--- config.mk ---
export PLATFORM = sky130hd
export DESIGN_NAME = divider_sequential
export DESIGN_NICKNAME = d
export VERILOG_FILES = /design/src/rtl/divider_pkg.sv /design/src/rtl/divider_datapath.sv /design/src/rtl/divider_sequential.sv
export SDC_FILE = /design/constraint.sdc
export NUM_CORES = 1
export LEC_CHECK = 0
export CAP_MARGIN = 40
export CORE_MARGIN = 2
export CORE_UTILIZATION = 52
export DETAILED_ROUTE_END_ITERATION = 8
export HOLD_SLACK_MARGIN = 0.06
export PLACE_DENSITY = 0.78
export RECOVER_POWER = 25
export SYNTH_ARGS = -nofsm -noshare
export SYNTH_HDL_FRONTEND = slang
export SYNTH_SLANG_ARGS = --single-unit
--- constraint.sdc ---
create_clock -name clock -period 3.1 [get_ports clock]
set_clock_uncertainty 0.1 [all_clocks]
set_input_delay 0.775 -clock clock [delete_from_list [all_inputs] [get_ports clock]]
set_output_delay 0.775 -clock clock [all_outputs]
set_load 0.01 [all_outputs]
--- src/rtl/divider_pkg.sv ---
// rtl/divider_pkg.sv - shared types for the sequential restoring divider
package divider_pkg;

  typedef enum logic [1:0] {
    IDLE = 2'd0,
    RUN  = 2'd1,
    DONE = 2'd2
  } div_state_t;

endpackage

--- src/rtl/divider_datapath.sv ---
// rtl/divider_datapath.sv - partial remainder, quotient and divisor registers
// with one shift-and-subtract step per enabled clock.
module divider_datapath
  import divider_pkg::*;
#(
  parameter int N = 4
) (
  input  logic         clock,
  input  logic         reset_n,
  input  logic         do_init,
  input  logic         do_step,
  input  logic [N-1:0] dividend,
  input  logic [N-1:0] divisor,
  output logic [N-1:0] quotient_next,
  output logic [N-1:0] remainder_next
);

  logic [N:0]   a_reg;
  logic [N-1:0] q_reg;
  logic [N-1:0] m_reg;

  logic [N:0]   a_shift;
  logic [N:0]   trial;
  logic [N:0]   a_next;
  logic [N-1:0] q_next;

  // A stays below M after every step, so the shifted value always fits in N+1 bits.
  always_comb begin
    a_shift = {a_reg[N-1:0], q_reg[N-1]};
    trial   = a_shift - {1'b0, m_reg};
    a_next  = a_shift;
    q_next  = {q_reg[N-2:0], 1'b0};
    if (!trial[N]) begin
      a_next = trial;
      q_next = {q_reg[N-2:0], 1'b1};
    end
  end

  assign quotient_next  = q_next;
  assign remainder_next = a_next[N-1:0];

  always_ff @(posedge clock or negedge reset_n) begin
    if (!reset_n) begin
      a_reg <= '0;
      q_reg <= '0;
      m_reg <= '0;
    end else if (do_init) begin
      a_reg <= '0;
      q_reg <= dividend;
      m_reg <= divisor;
    end else if (do_step) begin
      a_reg <= a_next;
      q_reg <= q_next;
    end
  end

endmodule

--- src/rtl/divider_sequential.sv ---
// rtl/divider_sequential.sv - unsigned N-bit restoring divider, one quotient
// bit per clock, start/done handshake with divide-by-zero shortcut.
module divider_sequential
  import divider_pkg::*;
#(
  parameter int N = 4
) (
  input  logic         clock,
  input  logic         reset_n,
  input  logic         start,
  input  logic [N-1:0] dividend,
  input  logic [N-1:0] divisor,
  output logic         busy,
  output logic         done,
  output logic [N-1:0] quotient,
  output logic [N-1:0] remainder,
  output logic         div_by_zero
);

  localparam int CW = $clog2(N + 1);

  div_state_t    state;
  logic [CW-1:0] count;
  logic          do_init;
  logic          do_step;
  logic [N-1:0]  quotient_next;
  logic [N-1:0]  remainder_next;

  assign do_init = (state == IDLE) && start && (divisor != '0);
  assign do_step = (state == RUN);
  assign busy    = (state == RUN);
  assign done    = (state == DONE);

  divider_datapath #(.N(N)) u_datapath (
    .clock          (clock),
    .reset_n        (reset_n),
    .do_init        (do_init),
    .do_step        (do_step),
    .dividend       (dividend),
    .divisor        (divisor),
    .quotient_next  (quotient_next),
    .remainder_next (remainder_next)
  );

  always_ff @(posedge clock or negedge reset_n) begin
    if (!reset_n) begin
      state       <= IDLE;
      count       <= '0;
      quotient    <= '0;
      remainder   <= '0;
      div_by_zero <= 1'b0;
    end else begin
      case (state)
        IDLE: begin
          if (start) begin
            if (divisor == '0) begin
              // Zero divisor skips the iteration and reports saturated quotient.
              quotient    <= '1;
              remainder   <= dividend;
              div_by_zero <= 1'b1;
              state       <= DONE;
            end else begin
              count <= CW'(N);
              state <= RUN;
            end
          end
        end
        RUN: begin
          count <= count - CW'(1);
          if (count == CW'(1)) begin
            quotient    <= quotient_next;
            remainder   <= remainder_next;
            div_by_zero <= 1'b0;
            state       <= DONE;
          end
        end
        DONE:    state <= IDLE;
        default: state <= IDLE;
      endcase
    end
  end

endmodule

**After elaboration in Yosys (flattened, before gate mapping)**

Index checks and enable logic that the tools add are counted.

- Reductions and logical operators: 10
- Equality and inequality tests: 7
- Add/sub/neg operators: 2
- Multiplexer cells: 25

Operators by type and width:

| kind | number |
|---|---|
| 4-bit two-way mux | 11 |
| 4-bit one-hot mux with 2 select lines | 2 |
| 2-bit two-way mux | 3 |
| 3-bit two-way mux | 2 |
| 3-bit one-hot mux with 2 select lines | 1 |
| 5-bit by 4-bit subtractor with 5-bit output | 1 |
| 4-bit zero test | 1 |
| 1-bit two-way mux | 4 |
| 2-bit by 1-bit inequality test with 1-bit output, second input constant | 2 |
| 2-bit inequality test, second input constant | 2 |
| 2-bit one-hot mux with 2 select lines | 1 |
| 4-bit AND reduction | 1 |
| 2-bit nonzero test | 2 |
| 4-bit nonzero test | 1 |
| 3-bit by 1-bit equality test with 1-bit output, second input constant | 1 |
| 3-bit AND reduction | 1 |
| 3-bit by 1-bit subtractor with 3-bit output, second input constant | 1 |
| 2-bit by 1-bit equality test with 1-bit output, second input constant | 1 |
| 2-bit equality test, second input constant | 1 |
| 1-bit logical AND | 2 |
| 2-bit zero test | 1 |
| 1-bit one-hot mux with 2 select lines | 1 |
| 2-bit AND reduction | 1 |

- Bits of input ports: 11
- Register bits after elaboration: 26
- Output and inout bits: 11
- Logic and storage cells: 52

**Logic depth before layout (Yosys ltp)**

Gate-level depths: netlist of run 1.

- Depth in word-level cells: 4
- Gate-level depth with buffers: 8
- Depth with buffers taken out: 8

**By module**

A second synthesis of run 1 with hierarchy kept.

- Cells, all modules: 170
- Area total of the unflattened synthesis: 1694.1 µm²

By module, submodules not included:

| module | instances | area each (µm²) | seq. area each (µm²) | cells each |
|---|---|---|---|---|
| divider_datapath | 1 | 963.4 | 300.3 | 109 |
| divider_sequential | 1 | 730.7 | 350.3 | 61 |

**Worst setup path before layout of run 1**

No wires, ideal clock.

- Kind: register to register
- Start point: reg u_datapath.q_reg[3]
- End point: reg u_datapath.a_reg[1]
- Slack: 0.948 ns
- Data arrival time: 1.969 ns
- Period minus slack after synthesis: 2.152 ns
- Stages on the path, launching flop included: 9
- Data required time: 2.918 ns
- Buffers on the path: 0
- Setup time: 0.082 ns
- Path through: dfrtp_1 -> inv_1 -> ha_1 -> fa_1 -> nand2b_1 -> a21oi_4 -> xnor2_1 -> mux2_2 -> o22ai_1

- Longest elaborated chain between the ends: 4

Ends and longest elaborated chain:

| item | line | text |
|---|---|---|
| start, declared | divider_datapath.sv:19 | `logic [N-1:0] q_reg;` |
| start signal, assigned | divider_datapath.sv:49 | `q_reg <= dividend;` |
| start signal, assigned | divider_datapath.sv:53 | `q_reg <= q_next;` |
| 5-bit by 4-bit subtractor with 5-bit output | divider_datapath.sv:30 | `trial = a_shift - {1'b0, m_reg};` |
| 4-bit two-way mux | divider_datapath.sv:33 | `if (!trial[N]) begin` |
| 4-bit two-way mux | divider_datapath.sv:51 | `end else if (do_step) begin` |
| 4-bit two-way mux | divider_datapath.sv:47 | `end else if (do_init) begin` |
| end signal, assigned | divider_datapath.sv:52 | `a_reg <= a_next;` |
| end, declared | divider_datapath.sv:18 | `logic [N:0] a_reg;` |

No other way between the ends. The select of a mux whose other input is x is not followed.
A chain may end at the register's enable or synchronous reset.

**Worst setup path after layout of run 1**

- Start point: reg state[1]
- End point: out busy

- Longest elaborated chain between the ends: 1

Ends and longest elaborated chain:

| item | line | text |
|---|---|---|
| start, declared | divider_sequential.sv:22 | `div_state_t state;` |
| start signal, assigned | divider_sequential.sv:47 | `state <= IDLE;` |
| start signal, assigned | divider_sequential.sv:61 | `state <= DONE;` |
| start signal, assigned | divider_sequential.sv:64 | `state <= RUN;` |
| 2-bit by 1-bit equality test with 1-bit output | divider_sequential.sv:31 | `assign busy = (state == RUN);` |
| end, declared | divider_sequential.sv:13 | `output logic busy,` |

No other way between the ends.

==> results.txt, run 1 <==
----------------------------------------------------
[Clock network]
  CTS Root Cell ... sky130_fd_sc_hd__clkbuf_4
  CTS-repair resized insts ... 0
  Number of buffers created by CTS ... 3
  Count of clock tree sinks ... 26
  H-tree depth ... 1
  Clock Latency Late Sink ... 0.32 ns
  Count of hold buffers inserted by post-cts repair ... 0
  Clock tree from TritonCTS ... yes
  Post-CTS setup-driven buffer insertion count ... 0
  Maximum count of clock buffers along a single path ... 2
  Clock transition time at the flip-flop clock pins of the worst setup and hold paths ... 0.13 ns

[Critical path]
  Worst reg-to-reg setup slack ... 0.66 ns
  Worst setup SP type ... flop
  Reg2reg start ... u_datapath.q_reg[3]
  Required time at the worst-slack endpoint ... 2.22 ns
  Cell count of the worst reg-to-reg path ... 8
  Endpoint type of the worst setup path ... output pin
  Worst setup path endpoint ... busy
  Highest net fanout along the worst path ... 11
  Crit path from ... state[1]
  Worst reg2reg path endpoint ... u_datapath.a_reg[2]
  Arrival time at the worst endpoint ... 1.65 ns
  Kind of critical path ... reg2out

[Synthesis]
  #FFs+latches synth ... 26
  Post-synth EDFFs ... 0
  Count of cell types in the netlist ... 38
  Sequential share of the synthesized area ... 48.78%
  Area share of the largest cell type after synthesis ... 48.78%
  Area leader, netlist ... sky130_fd_sc_hd__dfrtp_1
  Yosys warning count ... 0
  Fraction of registers with async set or reset after synthesis ... 100.0%
  Dominant cell by count in the synthesized netlist ... sky130_fd_sc_hd__dfrtp_1
  Mapped Cells ... 126
  Mapped Nets ... 144
  Predominant post-synthesis flop cell ... sky130_fd_sc_hd__dfrtp_1
  Synth area leaders ... sky130_fd_sc_hd__dfrtp_1 (49%), sky130_fd_sc_hd__ha_1 (5.6%), sky130_fd_sc_hd__nand2_1 (4.5%), sky130_fd_sc_hd__a22oi_1 (3.9%), sky130_fd_sc_hd__o22a_1 (2.6%)
  Avg Cell Area, Syn ... 10.59 sq um
  Most common library cells after synthesis ... sky130_fd_sc_hd__dfrtp_1 (26), sky130_fd_sc_hd__nand2_1 (16), sky130_fd_sc_hd__a22oi_1 (7), sky130_fd_sc_hd__inv_1 (7)
  Combined area of all synthesized cells ... 0.001334 sq mm

[STA]
  Max-slew headroom at the worst pin ... 9.755%
  Final sum of negative setup slack ... 0 ns
  Final-report hold violation count ... 0
  Tightest Pin Transition ... 1.354 ns
  Final setup violation count ... 0
  Achievable Freq ... 396.0 MHz
  Number of pins exceeding their max-slew limit in the final report ... 0
  Post-layout minimum cycle time ... 2.525 ns
  Unrepaired setup endpoints after global routing ... no
  Hold slack final ... 0.4048 ns
  Final period util ... 81.45%

[Drt]
  DR pass1 iterations ... 4
  Antenna viol nets, final ... 0
  Avg Vias per Cell ... 5.843
  Wire length per cell after detailed routing ... 15.62 um
  Initial DRC Count ... 29
  Drt drc ... 0
  Vias ... 1,040
  Detailed-route wire length ... 2780 um

[Worst hold path]
  Worst hold path class ... reg2reg
  Launch instance of the worst min-delay path ... div_by_zero

[Floorplan]
  DIE WIDTH ... 54.65 um
  Die Height ... 54.65 um
  Initial Utilization ... 54.33%
  Top Ports ... 22
  Floorplan die area ... 0.002986 sq mm
  Area inside the core boundary ... 0.002455 sq mm
  Number of rows in the core area ... 18

[GRT]
  Wire length of the first global-routing pass ... 4602 um
  Antenna violations before repair ... 0
  Global routing met2 resource utilization ... 35.91%
  Global-route usage over all layers ... 21.55%
  Total grt overflow ... 0
  Most crowded layer after global routing ... met2
  Global routing met1 resource utilization ... 27.57%
  M3 GR Usage ... 3.552%
  Largest net degree at the start of global routing ... 27
  Number of global-route vias before repair ... 1,023

[Place]
  Port Buffer Count ... 21
  Post-placement cell count ... 175
  HPWL after DPL ... 2125 um
  Global placer's final weighted congestion ... 0.8402

[Layout]
  Final nets ... 168
  Growth of design area from synthesis to finish ... 19.79%
  Number of non-filler instances in the completed layout ... 178
  Antenna cell count ... 0
  Layout cells sized above 1 ... 11.49%
  Number of fill cells ... 195
  Post-layout utilization of the core ... 65.09%

[Pwr]
  Proportion of total power due to net switching ... 42.93%
  Power share of the sequential group ... 33.3%
  Cell internal power dissipation ... 0.001083 W
  Combinational cell fraction of total power ... 59.1%
  Clk network pwr share ... 7.5%
  Power spent charging and discharging nets ... 0.0008146 W
  Power density of the placed cells ... 1188 mW/mm^2
  Largest voltage drop on the vdd net ... 739.2 uV
  Leak ... 0.6981 nW

[Status]
  Result of the run ... complete, no violations

[Job]
  Maximum capacitance violations ... 0

----------------------------------------------------
==> cells by family (layout without fill, tap and decap cells) <==
logic type / after synthesis / in the layout / share of synthesized area (%)
simple gates: 38 / 38 / 15.38
compound gates: 33 / 33 / 17.45
flops: 26 / 26 / 48.78
buf+inv: 13 / 35 / 4.222
fa+ha+maj: 7 / 7 / 7.129
xor+xnor: 5 / 5 / 3.847
mux: 4 / 4 / 3.189
==> through the flow <==
step,cell area (sq um),total power [W],setup slack [ns]
global route,1598,0.002043,0.4761
detailed placement,1579,0.001754,0.4394
CTS,1602,0.001900,0.5710
finish,1598,0.001898,0.5751
floorplan,1334,0.001401,0.9482
global placement,1579,0.001709,0.4849
==> worst max-delay path: stages, from the launching register on <==
cell                              delay (ns)
sky130_fd_sc_hd__dfrtp_1                0.42
sky130_fd_sc_hd__nand2b_1               0.17
sky130_fd_sc_hd__inv_2                  0.17
sky130_fd_sc_hd__clkdlybuf4s50_1        0.57
==> power groups by stage <==
stage               Combinational, W  Clock (W)  Sequential (W)
finish                       0.00112   0.000143        0.000632
global route                 0.00123   0.000159        0.000652
CTS                          0.00112   0.000145        0.000631
detailed placement           0.00112          0        0.000637
floorplan                   0.000778          0        0.000622
global placement             0.00108          0        0.000631
==> layout make-up <==
| type | count | area (sq um) | share of cell area (%) |
|---|---|---|---|
| Clock buffer | 3 | 22.52 | 1.410 |
| Inverter | 9 | 38.79 | 2.428 |
| Multi-Input combinational cell | 87 | 626.9 | 39.23 |
| Sequential cell | 26 | 650.6 | 40.72 |
| Tap cell | 30 | 37.54 | 2.349 |
| Timing Repair Buffer | 23 | 221.5 | 13.86 |
==> per-layer routing <==
metal	vias to the layer above	share of wire, %
met5	-	0
met4	0	2.5
met3	11	6.4
met2	45	49
met1	500	42
li1	484	-
==> worst min path at each step <==
stage	to	slack, ns	depth (start not counted)
after global routing	div_by_zero	0.44	1
after floorplan	u_datapath.q_reg[1]	0.37	2
final	div_by_zero	0.40	1
after global placement	div_by_zero	0.37	1
after CTS	quotient[1]	0.41	1
after detailed placement	quotient[1]	0.38	1
==> cells in the final DEF, fill, tap and decap left out, types with 3 or more instances in the layout <==
master,Yosys,final
sky130_fd_sc_hd__clkbuf_4,0,3
sky130_fd_sc_hd__a22oi_1,7,7
sky130_fd_sc_hd__clkdlybuf4s50_1,0,20
sky130_fd_sc_hd__o21ai_0,4,4
sky130_fd_sc_hd__dfrtp_1,26,26
sky130_fd_sc_hd__o21ai_1,6,6
sky130_fd_sc_hd__nand2b_1,5,5
sky130_fd_sc_hd__inv_1,7,7
sky130_fd_sc_hd__nand2_1,16,16
sky130_fd_sc_hd__nor2_1,6,6
sky130_fd_sc_hd__o22ai_1,4,4
sky130_fd_sc_hd__ha_1,6,6
sky130_fd_sc_hd__o22a_1,4,4
No activity file was read; power rests on OpenSTA's default activity.
==> run 2: changes to the inputs <==
==> constraint.sdc (replaced) <==
create_clock -name clock -period 2.63 [get_ports clock]
set_clock_uncertainty 0.1 [all_clocks]
set_input_delay 0.6575 -clock clock [delete_from_list [all_inputs] [get_ports clock]]
set_output_delay 0.6575 -clock clock [all_outputs]
set_load 0.01 [all_outputs]
==> run 2 against run 1 <==
Against the previous run: power is 17% higher; routed wire length fell by 0.65%; core utilization grew 0.61 points; critical path depth unchanged; flip-flop and latch count did not move; first-iteration DRC count shrank 10%; clock power increased by 16%; via count decreased by 5.2%.
==> results.txt, run 2 (synthesis gave the netlist of run 1 again) <==
----------------------------------------------------
[Status]
  Result of the run ... complete, no violations

[Worst hold path]
  Launch instance of the worst min-delay path ... quotient[2]
  Worst hold path class ... reg2reg

[STA]
  Final-report hold violation count ... 0 (unchanged)
  PnR worst setup slack ... 0.2165 ns (-0.3586 ns)
  Number of pins exceeding their max-slew limit in the final report ... 0 (unchanged)
  Hold slack final ... 0.4028 ns (-0.001955 ns)
  Unrepaired setup endpoints after global routing ... no
  Post-layout minimum cycle time ... 2.414 ns
  Final sum of negative setup slack ... 0 ns (unchanged)
  Tightest Pin Transition ... 1.356 ns (+0.002828 ns)
  Final setup violation count ... 0 (unchanged)
  Max-slew headroom at the worst pin ... 9.567% (-0.19 points)
  Achievable Freq ... 414.3 MHz
  Final period util ... 91.77%

[Drt]
  Avg Vias per Cell ... 5.478 (-6.2%)
  Drt drc ... 0 (unchanged)
  Vias ... 986 (-5.2%)
  Detailed-route wire length ... 2762 um (-0.65%)
  Antenna viol nets, final ... 0 (unchanged)
  DR pass1 iterations ... 4 (unchanged)
  Initial DRC Count ... 26 (-10%)
  Wire length per cell after detailed routing ... 15.34 um (-1.8%)

[Critical path]
  Reg2reg start ... u_datapath.q_reg[3]
  Highest net fanout along the worst path ... 11 (unchanged)
  Kind of critical path ... reg2out
  Worst setup SP type ... flop
  Arrival time at the worst endpoint ... 1.66 ns (about the same)
  Required time at the worst-slack endpoint ... 1.87 ns (-0.35 ns)
  Crit path from ... state[1]
  Endpoint type of the worst setup path ... output pin

[Clock network]
  H-tree depth ... 1 (unchanged)
  CTS-repair resized insts ... 0 (unchanged)
  Maximum count of clock buffers along a single path ... 2 (unchanged)
  Count of hold buffers inserted by post-cts repair ... 0 (unchanged)
  Clock Latency Late Sink ... 0.31 ns (about the same)
  Count of clock tree sinks ... 26 (unchanged)
  Number of buffers created by CTS ... 3 (unchanged)
  CTS Root Cell ... sky130_fd_sc_hd__clkbuf_4
  Clock tree from TritonCTS ... yes
  Clock transition time at the flip-flop clock pins of the worst setup and hold paths ... 0.13 ns (about the same)
  Post-CTS setup-driven buffer insertion count ... 0 (unchanged)

[Layout]
  Final nets ... 170 (+1.2%)
  Growth of design area from synthesis to finish ... 20.92%
  Highest-count cells in the layout ignoring fill and taps ... sky130_fd_sc_hd__dfrtp_1 (26), sky130_fd_sc_hd__clkdlybuf4s50_1 (20), sky130_fd_sc_hd__nand2_1 (16), sky130_fd_sc_hd__inv_1 (7), sky130_fd_sc_hd__a22oi_1 (7)
  Number of non-filler instances in the completed layout ... 180 (+1.1%)
  Number of fill cells ... 202 (+3.6%)
  Commonest non-fill, non-tap cell in the layout ... sky130_fd_sc_hd__dfrtp_1
  Area of the multi-input gates ... 626.9 sq um (unchanged)
  Antenna cell count ... 0 (unchanged)
  Sequential cell area ... 650.6 sq um (unchanged)
  Layout cells sized above 1 ... 12.67% (+1.2 points)

[GRT]
  Antenna violations before repair ... 0 (unchanged)
  Number of global-route vias before repair ... 1,013 (-0.98%)
  Global-route usage over all layers ... 21.76% (+0.22 points)
  Wire length of the first global-routing pass ... 4595 um (-0.15%)
  Total grt overflow ... 0 (unchanged)
  Largest net degree at the start of global routing ... 27 (unchanged)

[Floorplan]
  Top Ports ... 22 (unchanged)
  Area inside the core boundary ... 0.002455 sq mm (unchanged)
  Floorplan die area ... 0.002986 sq mm (unchanged)
  DIE WIDTH ... 54.65 um (unchanged)
  Initial Utilization ... 54.33% (unchanged)
  Number of rows in the core area ... 18 (unchanged)
  Die Height ... 54.65 um (unchanged)

[Place]
  HPWL after DPL ... 2178 um (+2.5%)
  Port Buffer Count ... 21 (unchanged)
  Placement-stage worst setup slack ... 0.1847 ns (-0.2547 ns)
  Global placer's final weighted congestion ... 0.8477 (+0.89%)
  Post-placement cell count ... 177 (+1.1%)

[Job]
  Maximum capacitance violations ... 0 (unchanged)

[Pwr]
  Largest voltage drop on the vdd net ... 964.8 uV (+31%)
  Leak ... 0.7085 nW (+1.5%)
  Power density of the placed cells ... 1380 mW/mm^2 (+16%)
  Total power ... 0.002226 W (+17%)

----------------------------------------------------
run 2: changes by cell type in the layout (fill, tap and decap cells not counted), sizes merged:
cell,previous run,this run
buf,1,3
run 2: report_power, final:
group / internal [W] / leakage (nW) / switching (W) / total [W]
Combinational: 0.000631 / 0.382 / 0.000684 / 0.00131
Clock: 0.0000536 / 0.0138 / 0.000113 / 0.000166
Sequential: 0.000599 / 0.313 / 0.000146 / 0.000745
run 2: stage by stage:
step / area (sq um) / util [%]
detailed placement: 1594 / 64.93
CTS: 1617 / 65.85
finish: 1613 / 65.70
global route: 1613 / 65.70
floorplan: 1334 / -
global placement: 1594 / 64.93
run 2: cell type report:
class	instances	share of cell area, %
inverters	9	2.405
multi-input cells	87	38.87
repair buffers	25	14.66
flip-flops and latches	26	40.34
well taps	30	2.327
clock buffers	3	1.396
run 2: path summary, 6_finish.rpt:
kind                                  endpoint  slack (ns)  cells after the start
max                                       busy        0.22                      3
min                                quotient[2]        0.40                      1
max reg2reg                u_datapath.a_reg[1]        0.22                      8
min reg2reg                        quotient[2]        0.40                      1
max in group asynchronous          div_by_zero        0.59                      2
min in group asynchronous          quotient[2]        1.06                      2
run 2: metal layers:
layer  wire, um  share of wire, %  track usage, %  vias up
met1       1206                44           26.73      470
li1           -                 -               -      481
met3        154               5.6           2.732        2
met4          9              0.33           6.667        0
met2       1391                50           39.29       33
met5          0                 0               0        -
run 2: worst max-delay path, stage by stage (launching register included):
cell and delay (ns):
sky130_fd_sc_hd__dfrtp_1 0.41, sky130_fd_sc_hd__nand2b_1 0.17, sky130_fd_sc_hd__inv_2 0.19, sky130_fd_sc_hd__clkdlybuf4s50_1 0.57
==> run 3: changes to the inputs <==
--- a/config.mk
+++ b/config.mk
@@ -10,7 +10,7 @@
 export CORE_UTILIZATION = 52
 export DETAILED_ROUTE_END_ITERATION = 8
 export HOLD_SLACK_MARGIN = 0.06
-export PLACE_DENSITY = 0.78
+export PLACE_DENSITY = 0.81
 export RECOVER_POWER = 25
 export SYNTH_ARGS = -nofsm -noshare
 export SYNTH_HDL_FRONTEND = slang
==> run 3 against run 2 <==
Against the previous run: first-iteration DRC count shrank 27%; via count grew 5.9%; die area unchanged; design area up 0.39%; flip-flop and latch count unchanged; clock-buffer cell count grew 1; global-route usage rose by 0.47 points; routed wire length increased by 1.0%; register-to-register slack about the same.
==> results.txt, run 3 (synthesis gave the netlist of run 1 again) <==
----------------------------------------------------
[Clock network]
  Count of clock tree sinks ... 26 (unchanged)
  CTS Root Cell ... sky130_fd_sc_hd__clkbuf_4
  Count of hold buffers inserted by post-cts repair ... 0 (unchanged)
  Number of buffers created by CTS ... 3 (unchanged)
  Clock tree from TritonCTS ... yes
  CTS-repair resized insts ... 0 (unchanged)
  Maximum count of clock buffers along a single path ... 2 (unchanged)
  Clock transition time at the flip-flop clock pins of the worst setup and hold paths ... 0.14 ns (about the same)
  Clock Latency Late Sink ... 0.32 ns (about the same)
  H-tree depth ... 1 (unchanged)
  Post-CTS setup-driven buffer insertion count ... 0 (unchanged)

[STA]
  Post-layout minimum cycle time ... 2.427 ns (+0.01363 ns)
  Final setup violation count ... 0 (unchanged)
  Final sum of negative setup slack ... 0 ns (unchanged)
  Unrepaired setup endpoints after global routing ... no
  Final period util ... 92.29% (+0.52 points)
  Number of pins exceeding their max-slew limit in the final report ... 0 (unchanged)
  Final-report hold violation count ... 0 (unchanged)
  Achievable Freq ... 412.0 MHz (-0.56%)
  Tightest Pin Transition ... 1.368 ns (+0.01150 ns)
  Max-slew headroom at the worst pin ... 8.800% (-0.77 points)

[GRT]
  Largest net degree at the start of global routing ... 27 (unchanged)
  Antenna violations before repair ... 0 (unchanged)
  Total grt overflow ... 0 (unchanged)
  Number of global-route vias before repair ... 1,055 (+4.1%)
  Wire length of the first global-routing pass ... 4650 um (+1.2%)
  Global-route usage over all layers ... 22.24% (+0.47 points)

[Job]
  Maximum capacitance violations ... 0 (unchanged)

[Drt]
  DR pass1 iterations ... 4 (unchanged)
  Initial DRC Count ... 19 (-27%)
  Wire length per cell after detailed routing ... 15.51 um (+1.0%)
  Antenna viol nets, final ... 0 (unchanged)
  Detailed-route wire length ... 2791 um (+1.0%)
  Vias ... 1,044 (+5.9%)
  Avg Vias per Cell ... 5.800 (+5.9%)
  Drt drc ... 0 (unchanged)

[Layout]
  Layout cells sized above 1 ... 12.67% (unchanged)
  Sequential cell area ... 650.6 sq um (unchanged)
  Number of fill cells ... 198 (-2.0%)
  Highest-count cells in the layout ignoring fill and taps ... sky130_fd_sc_hd__dfrtp_1 (26), sky130_fd_sc_hd__clkdlybuf4s50_1 (20), sky130_fd_sc_hd__nand2_1 (16), sky130_fd_sc_hd__inv_1 (7), sky130_fd_sc_hd__a22oi_1 (7)
  Commonest non-fill, non-tap cell in the layout ... sky130_fd_sc_hd__dfrtp_1
  Area of the multi-input gates ... 626.9 sq um (unchanged)
  Antenna cell count ... 0 (unchanged)
  Growth of design area from synthesis to finish ... 21.39%
  Final nets ... 169 (-0.59%)
  Post-layout utilization of the core ... 65.95% (+0.25 points)

[Critical path]
  Critical-path cell with the highest stage delay ... sky130_fd_sc_hd__clkdlybuf4s50_1
  Required time at the worst-slack endpoint ... 1.87 ns (about the same)
  Endpoint type of the worst setup path ... output pin
  Arrival time at the worst endpoint ... 1.67 ns (about the same)
  Longest individual stage delay on the worst path ... 0.57 ns (about the same)
  Worst setup SP type ... flop
  Highest net fanout along the worst path ... 11 (unchanged)
  Kind of critical path ... reg2out
  Series of cell instances along the critical path ... nand2b_1 -> inv_2 -> clkdlybuf4s50_1

[Floorplan]
  Top Ports ... 22 (unchanged)
  Number of rows in the core area ... 18 (unchanged)
  Area inside the core boundary ... 0.002455 sq mm (unchanged)
  Floorplan die area ... 0.002986 sq mm (unchanged)
  Initial Utilization ... 54.33% (unchanged)
  DIE WIDTH ... 54.65 um (unchanged)
  Die Height ... 54.65 um (unchanged)

[Place]
  Global placer's final weighted congestion ... 0.8382 (-1.1%)
  HPWL after DPL ... 2163 um (-0.72%)
  Port Buffer Count ... 21 (unchanged)

[Pwr]
  Leak ... 0.7105 nW (+0.28%)
  Largest voltage drop on the vdd net ... 1123 uV (+16%)
  Power density of the placed cells ... 1405 mW/mm^2 (+1.8%)

[Worst hold path]
  Worst hold path class ... reg2reg

[Status]
  Result of the run ... complete, no violations

----------------------------------------------------
-- run 3: cell count changes in the layout (fill, tap and decap cells not counted) --
cell,change
sky130_fd_sc_hd__clkbuf_8,+1
sky130_fd_sc_hd__buf_4,-1
-- run 3: power by group --
part	total, W	leakage [nW]	internal, W	switching (W)
clock	0.000202	0.0210	0.0000847	0.000118
sequential	0.000743	0.313	0.000599	0.000144
combinational	0.00133	0.377	0.000627	0.000702
-- run 3: metrics by stage --
stage	std cells	cell area, sq um	hold slack, ns	worst slack (ns)	power, W
floorplan	126	1334	0.2619	0.4782	0.001651
detailed placement	176	1587	0.3685	0.1771	0.002077
CTS	180	1623	0.3990	0.2036	0.002279
global placement	176	1587	0.3725	0.2182	0.002017
finish	180	1619	0.3950	0.2028	0.002275
global route	180	1619	0.4271	0.07066	0.002458
-- run 3: metal layers --
layer | routed length, um | global-route usage [%]
met5 | 0 | 0
met4 | 53 | 9.583
met3 | 165 | 3.005
met2 | 1401 | 38.89
met1 | 1170 | 27.07
-- run 3: cell type report --
cell class	instances	share of cell area (%)
flip-flops and latches	26	40.19
multi-input cells	87	38.72
repair buffers	24	14.14
inverters	9	2.396
well taps	30	2.318
clock buffers	4	2.241
-- run 3: path summary, 6_finish.rpt --
kind / startpoint / endpoint / slack [ns] / cells past startpoint
setup reg to reg: u_datapath.q_reg[3] / u_datapath.a_reg[3] / 0.22 / 8
hold reg to reg: div_by_zero / div_by_zero / 0.39 / 1
max in group asynchronous: reset_n / remainder[0] / 0.58 / 2
min in group asynchronous: reset_n / quotient[2] / 1.05 / 2
setup / recovery: state[1] / busy / 0.20 / 3
hold / removal: div_by_zero / div_by_zero / 0.39 / 1
-- run 3: worst max-delay path, delay by kind of cell, from the launching register on --
family | cells | cell delay [ns]
flip-flops | 1 | 0.41
buffers and inverters | 2 | 0.76
AND/OR/NAND/NOR | 1 | 0.17
